[src/rtl/div_sequencer_pkg.sv]
// div_sequencer_pkg: shared state encoding, FUNC3 codes and special-case constants for the divider
package div_sequencer_pkg;
  typedef enum logic [1:0] {IDLE = 2'b00, CALC = 2'b01, FIX = 2'b10, DONE = 2'b11} state_t;
  localparam logic [2:0] F3_DIV = 3'b100;
  localparam logic [2:0] F3_DIVU = 3'b101;
  localparam logic [2:0] F3_REM = 3'b110;
  localparam logic [2:0] F3_REMU = 3'b111;
  localparam logic [31:0] DIV_BY_ZERO_Q = 32'hFFFF_FFFF;
  localparam logic [31:0] INT_MIN = 32'h8000_0000;
  function automatic logic [31:0] abs32(input logic [31:0] v);
    return v[31] ? -v : v;
  endfunction
endpackage

[src/rtl/div_step.sv]
// div_step: one combinational restoring-division iteration
module div_step (
  input  logic [31:0] rem,
  input  logic [31:0] dvd,
  input  logic [31:0] divisor,
  output logic [31:0] rem_next,
  output logic [31:0] dvd_next,
  output logic        q_bit
);
  logic [32:0] t, d;
  assign t = {rem, dvd[31]};
  // rem < divisor keeps t < 2*divisor, so bit 32 of the difference is a clean borrow flag
  assign d = t - {1'b0, divisor};
  assign q_bit = ~d[32];
  assign rem_next = q_bit ? d[31:0] : t[31:0];
  assign dvd_next = {dvd[30:0], 1'b0};
endmodule

[src/rtl/div_sequencer.sv]
// div_sequencer: iterative RV32M DIV/DIVU/REM/REMU controller with pipeline stall and one-cycle valid
module div_sequencer
  import div_sequencer_pkg::*;
(
  input  logic        clk,
  input  logic        rst,
  input  logic        start,
  input  logic [2:0]  func3,
  input  logic [31:0] operand1,
  input  logic [31:0] operand2,
  input  logic        flush,
  output logic        busy,
  output logic        stall,
  output logic        valid,
  output logic [31:0] result
);
  state_t state, state_next;
  logic [31:0] rem, dvd, divisor, rem_step, dvd_step, fix_val;
  logic [4:0] count;
  logic q_bit, sel_rem, neg_q, neg_r, accept, is_signed, div_zero, overflow;
  assign accept = (state == IDLE) & start & func3[2] & ~flush;
  assign is_signed = ~func3[0];
  assign div_zero = operand2 == 32'd0;
  assign overflow = is_signed & (operand1 == INT_MIN) & (operand2 == 32'hFFFF_FFFF);
  assign busy = (state == CALC) | (state == FIX);
  assign stall = busy | accept;
  assign valid = (state == DONE) & ~flush;
  assign fix_val = sel_rem ? (neg_r ? -rem : rem) : (neg_q ? -dvd : dvd);
  div_step u_step (
    .rem(rem),
    .dvd(dvd),
    .divisor(divisor),
    .rem_next(rem_step),
    .dvd_next(dvd_step),
    .q_bit(q_bit)
  );
  always_ff @(posedge clk or posedge rst)
    if (rst) state <= IDLE;
    else state <= state_next;
  always_comb begin
    state_next = state;
    unique case (state)
      IDLE: state_next = accept ? ((div_zero | overflow) ? DONE : CALC) : IDLE;
      CALC: state_next = (count == 5'd0) ? FIX : CALC;
      FIX: state_next = DONE;
      DONE: state_next = IDLE;
      default: state_next = IDLE;
    endcase
    if (flush) state_next = IDLE;
  end
  // dvd doubles as the quotient: dividend bits shift out the top while quotient bits enter at bit 0
  always_ff @(posedge clk or posedge rst)
    if (rst) begin
      rem <= '0;
      dvd <= '0;
      divisor <= '0;
      count <= '0;
      sel_rem <= 1'b0;
      neg_q <= 1'b0;
      neg_r <= 1'b0;
      result <= '0;
    end else begin
      unique case (state)
        IDLE: if (accept) begin
          sel_rem <= func3[1];
          if (div_zero) result <= func3[1] ? operand1 : DIV_BY_ZERO_Q;
          else if (overflow) result <= func3[1] ? 32'd0 : INT_MIN;
          else begin
            rem <= '0;
            dvd <= is_signed ? abs32(operand1) : operand1;
            divisor <= is_signed ? abs32(operand2) : operand2;
            neg_q <= is_signed & (operand1[31] ^ operand2[31]);
            neg_r <= is_signed & operand1[31];
            count <= 5'd31;
          end
        end
        CALC: begin
          rem <= rem_step;
          dvd <= dvd_step | {31'd0, q_bit};
          count <= count - 5'd1;
        end
        FIX: if (!flush) result <= fix_val;
        default: ;
      endcase
    end
endmodule

[config.mk]
export PLATFORM = sky130hd
export DESIGN_NAME = div_sequencer
export DESIGN_NICKNAME = d
export VERILOG_FILES = /design/src/rtl/div_sequencer_pkg.sv /design/src/rtl/div_step.sv /design/src/rtl/div_sequencer.sv
export SDC_FILE = /design/constraint.sdc
export NUM_CORES = 1
export LEC_CHECK = 0
export CAP_MARGIN = 20
export CORE_ASPECT_RATIO = 1.2
export CORE_UTILIZATION = 53
export DETAILED_ROUTE_END_ITERATION = 10
export PLACE_DENSITY = 0.8
export RECOVER_POWER = 100
export SLEW_MARGIN = 20
export SYNTH_ARGS = -nofsm -noshare
export SYNTH_HDL_FRONTEND = slang
export SYNTH_SLANG_ARGS = --single-unit
[constraint.sdc]
create_clock -name clk -period 4.76 [get_ports clk]
set_input_delay 0.952 -clock clk [delete_from_list [all_inputs] [get_ports clk]]
set_output_delay 0.952 -clock clk [all_outputs]
set_load 0.01 [all_outputs]
==> run metrics, run 1 <==
most frequent cells in the layout=nor2_1 (151), o21ai_0 (139), a21oi_1 (139), dfrtp_1 (138), nand2_1 (104); failing checks=max-capacitance violations, max-slew violations; Post-synth EDFFs=0; Netlist cell types=84; Netlist Area Pre-Place=11200 um2; quantity of gates resized following cts=0; initial DRC count=between 900 and 1000; placed cell area=approximately 12000 um2; register area share after synthesis=30.8%; Critical Path Start Type=primary input; final critical-path required period=around 4.2 ns; Post-Syn Nets=~1500; Max Cap Violations=1; Fill cells=1750; clk root buf=clkbuf_16; GRT Total Usage=between 30% and 40%; CTS tree=built; flops & latches, synth=around 140; DRC Markers=0; global-route wire length before repair=about 53000 um; Vias/cell=roughly 6.3; period utilization=between 80 and 90%; Mapped Cells=approximately 1400; antenna violations before repair=0; Final Power=~3.8 mW; fmax=roughly 240 MHz; core footprint=approximately 20000 um2; Layout Nets=between 1500 and 2000; setup bufs post-CTS=0; critical path arrival=approximately 4.5 ns; hpwl dp=between 20000 and 25000 um; crit end category=flip-flop; Pwr Density=roughly 300 nW/um2; Initial Util=between 50% and 60%; kind of critical path=in2reg; asr flop ratio synth=between 90% and 100%; commonest non-fill, non-tap cell in the layout=nor2_1; Max Fanout on Critical Path=61; num rows=57; WHS=between 0.4 and 0.5 ns; IO Count=around 110; clk_lat worst skew=between 0.4 and 0.5 ns; Clock Skews=~0.0095 ns; area delta synth->final=16.1%; LEAKAGE=5.52 nW; Slew @ Worst Pin=between 3 and 4 ns; Avg WL per Cell=roughly 19 um; CTS Hold Bufs=0; final wirelength=between 30000 and 40000 um; ANT cells=0; Die Ht=161 um; CTS HTree Levels=4; critical path data required time=slightly above 5 ns; clock sink total=approximately 140; Synth warnings=0; Syn Area/Cell=approximately 8 um2; multi-input logic area=7080 um2; port buffer count=~110; total grt overflow=0; largest net degree at the start of global routing=81; RSZ-0062 raised after global routing=no; Hold Path Class=reg2reg; final slew viol count=81; clock transition at the registers of the reported paths=about 0.06 ns; Num CTS Buffers=17; Clock Path Buffers=2; via count=between 10000 and 15000; Fin Setup TNS=0 ns; gpl congestion=approximately 1; status=complete, but fails checks; Die X-Extent=135 um; total die area=21700 um2; storage element area=around 3500 um2; Detailed Routing Iterations Pass 1=6; final setup fails=0; Post-DRT Antenna Nets=0; fraction of layout cells with a size suffix above 1=roughly 5.5%; vias in the first global route=between 10000 and 15000; prevailing post-synth register cell=dfrtp_1; VDD IR max=0.000244 V; Final Cell Area=between 10000 and 15000 um2; Rel. slew slack=-106%; Final Hold Fails=0
[cell families after synthesis]
| family | Yosys count | share of synthesized area [%] |
|---|---|---|
| mux | 15 | 1.37 |
| buf+inv | 155 | 5.90 |
| fa+ha+maj | 44 | 4.98 |
| xor+xnor | 145 | 11.4 |
| simple gates | 416 | 18.3 |
| compound gates | 489 | 27.2 |
| flops | 138 | 30.8 |
[synthesized netlist by cell type, types with 32 or more instances]
library cell  number  area [um2]
a21oi_1          139         696
a22oi_1           32         240
clkbuf_1          44         165
dfrtp_1          138        3450
ha_1              43         538
inv_1             72         270
nand2_1          104         390
nor2_1           152         571
o21ai_0          114         571
o31ai_1           32         240
xnor2_1           72         631
xor2_1            72         631
[area by class of cell]
cell class              count  area share (%)
repair buffers            128            9.48
clock inverters            11            1.29
flip-flops and latches    138            26.5
well taps                 265            2.55
clock buffers              21            3.62
inverters                  72            2.08
multi-input cells        1109            54.4
[per-stage QoR]
stage | setup WS [ns] | instances | utilization, %
4_1_cts | 0.820 | 1744 | 63.7
6_report | 0.553 | 1744 | 63.6
5_1_grt | 0.269 | 1744 | 63.6
3_5_place_dp | 0.372 | 1712 | 60.6
3_3_place_gp | 0.385 | 1712 | 60.6
2_1_floorplan | 0.112 | 1402 | -
[metal layers]
layer	part of all wire, %	GRT usage (%)	up-vias
met5	0	0	-
met4	5.6	18.7	0
met3	6.6	4.49	125
met2	48	52.4	522
met1	40	37.7	5127
li1	-	-	5186
[sequential cells by signal, indices dropped and copies added, names as in the netlist]
signal   cells
dvd         32
neg_r        1
state        2
result      32
sel_rem      1
count        5
divisor     32
neg_q        1
rem         32
[power breakdown]
group          leakage [nW]  switching (mW)  internal (mW)
logic                  3.56           0.526          0.417
clock network         0.309           0.533          0.917
registers              1.65           0.101           1.30
total                  5.52            1.16           2.63
[final timing paths]
check                      slack [ns]                      end                     from  cells past startpoint
setup / recovery                 0.55   result[29]$_DFFE_PP0P_              operand2[0]                     11
hold / removal                   0.48  divisor[17]$_DFFE_PP0P_  divisor[17]$_DFFE_PP0P_                      2
setup reg to reg                 1.09      rem[12]$_DFFE_PP0P_       rem[1]$_DFFE_PP0P_                     10
hold reg to reg                  0.48  divisor[17]$_DFFE_PP0P_  divisor[17]$_DFFE_PP0P_                      2
max in group asynchronous        0.90      rem[22]$_DFFE_PP0P_                      rst                      2
min in group asynchronous        2.06   result[26]$_DFFE_PP0P_                      rst                      2
[critical path, stage by stage]
cell           delay [ns]
dlygate4sd3_1        0.58
inv_1                0.09
ha_1                 0.17
or3b_1               0.41
nor4b_1              0.57
nand4b_2             0.26
o21ai_0              0.21
nand2b_1             0.15
a221oi_1             0.42
buf_12               0.30
mux2_2               0.38
Note: power is estimated with default switching activity, not from simulation.
==> run 2, diff against run 1 <==
--- a/constraint.sdc
+++ b/constraint.sdc
@@ -3,2 +3,2 @@
 set_output_delay 0.952 -clock clk [all_outputs]
-set_load 0.01 [all_outputs]
+set_load 0.02 [all_outputs]
==> results of run 2 <==
Same layout as run 1 (identical final DEF). Status: complete, but fails checks: max-capacitance violations, max-slew violations.
Among the figures that moved: total power 3.79 mW -> 3.84 mW
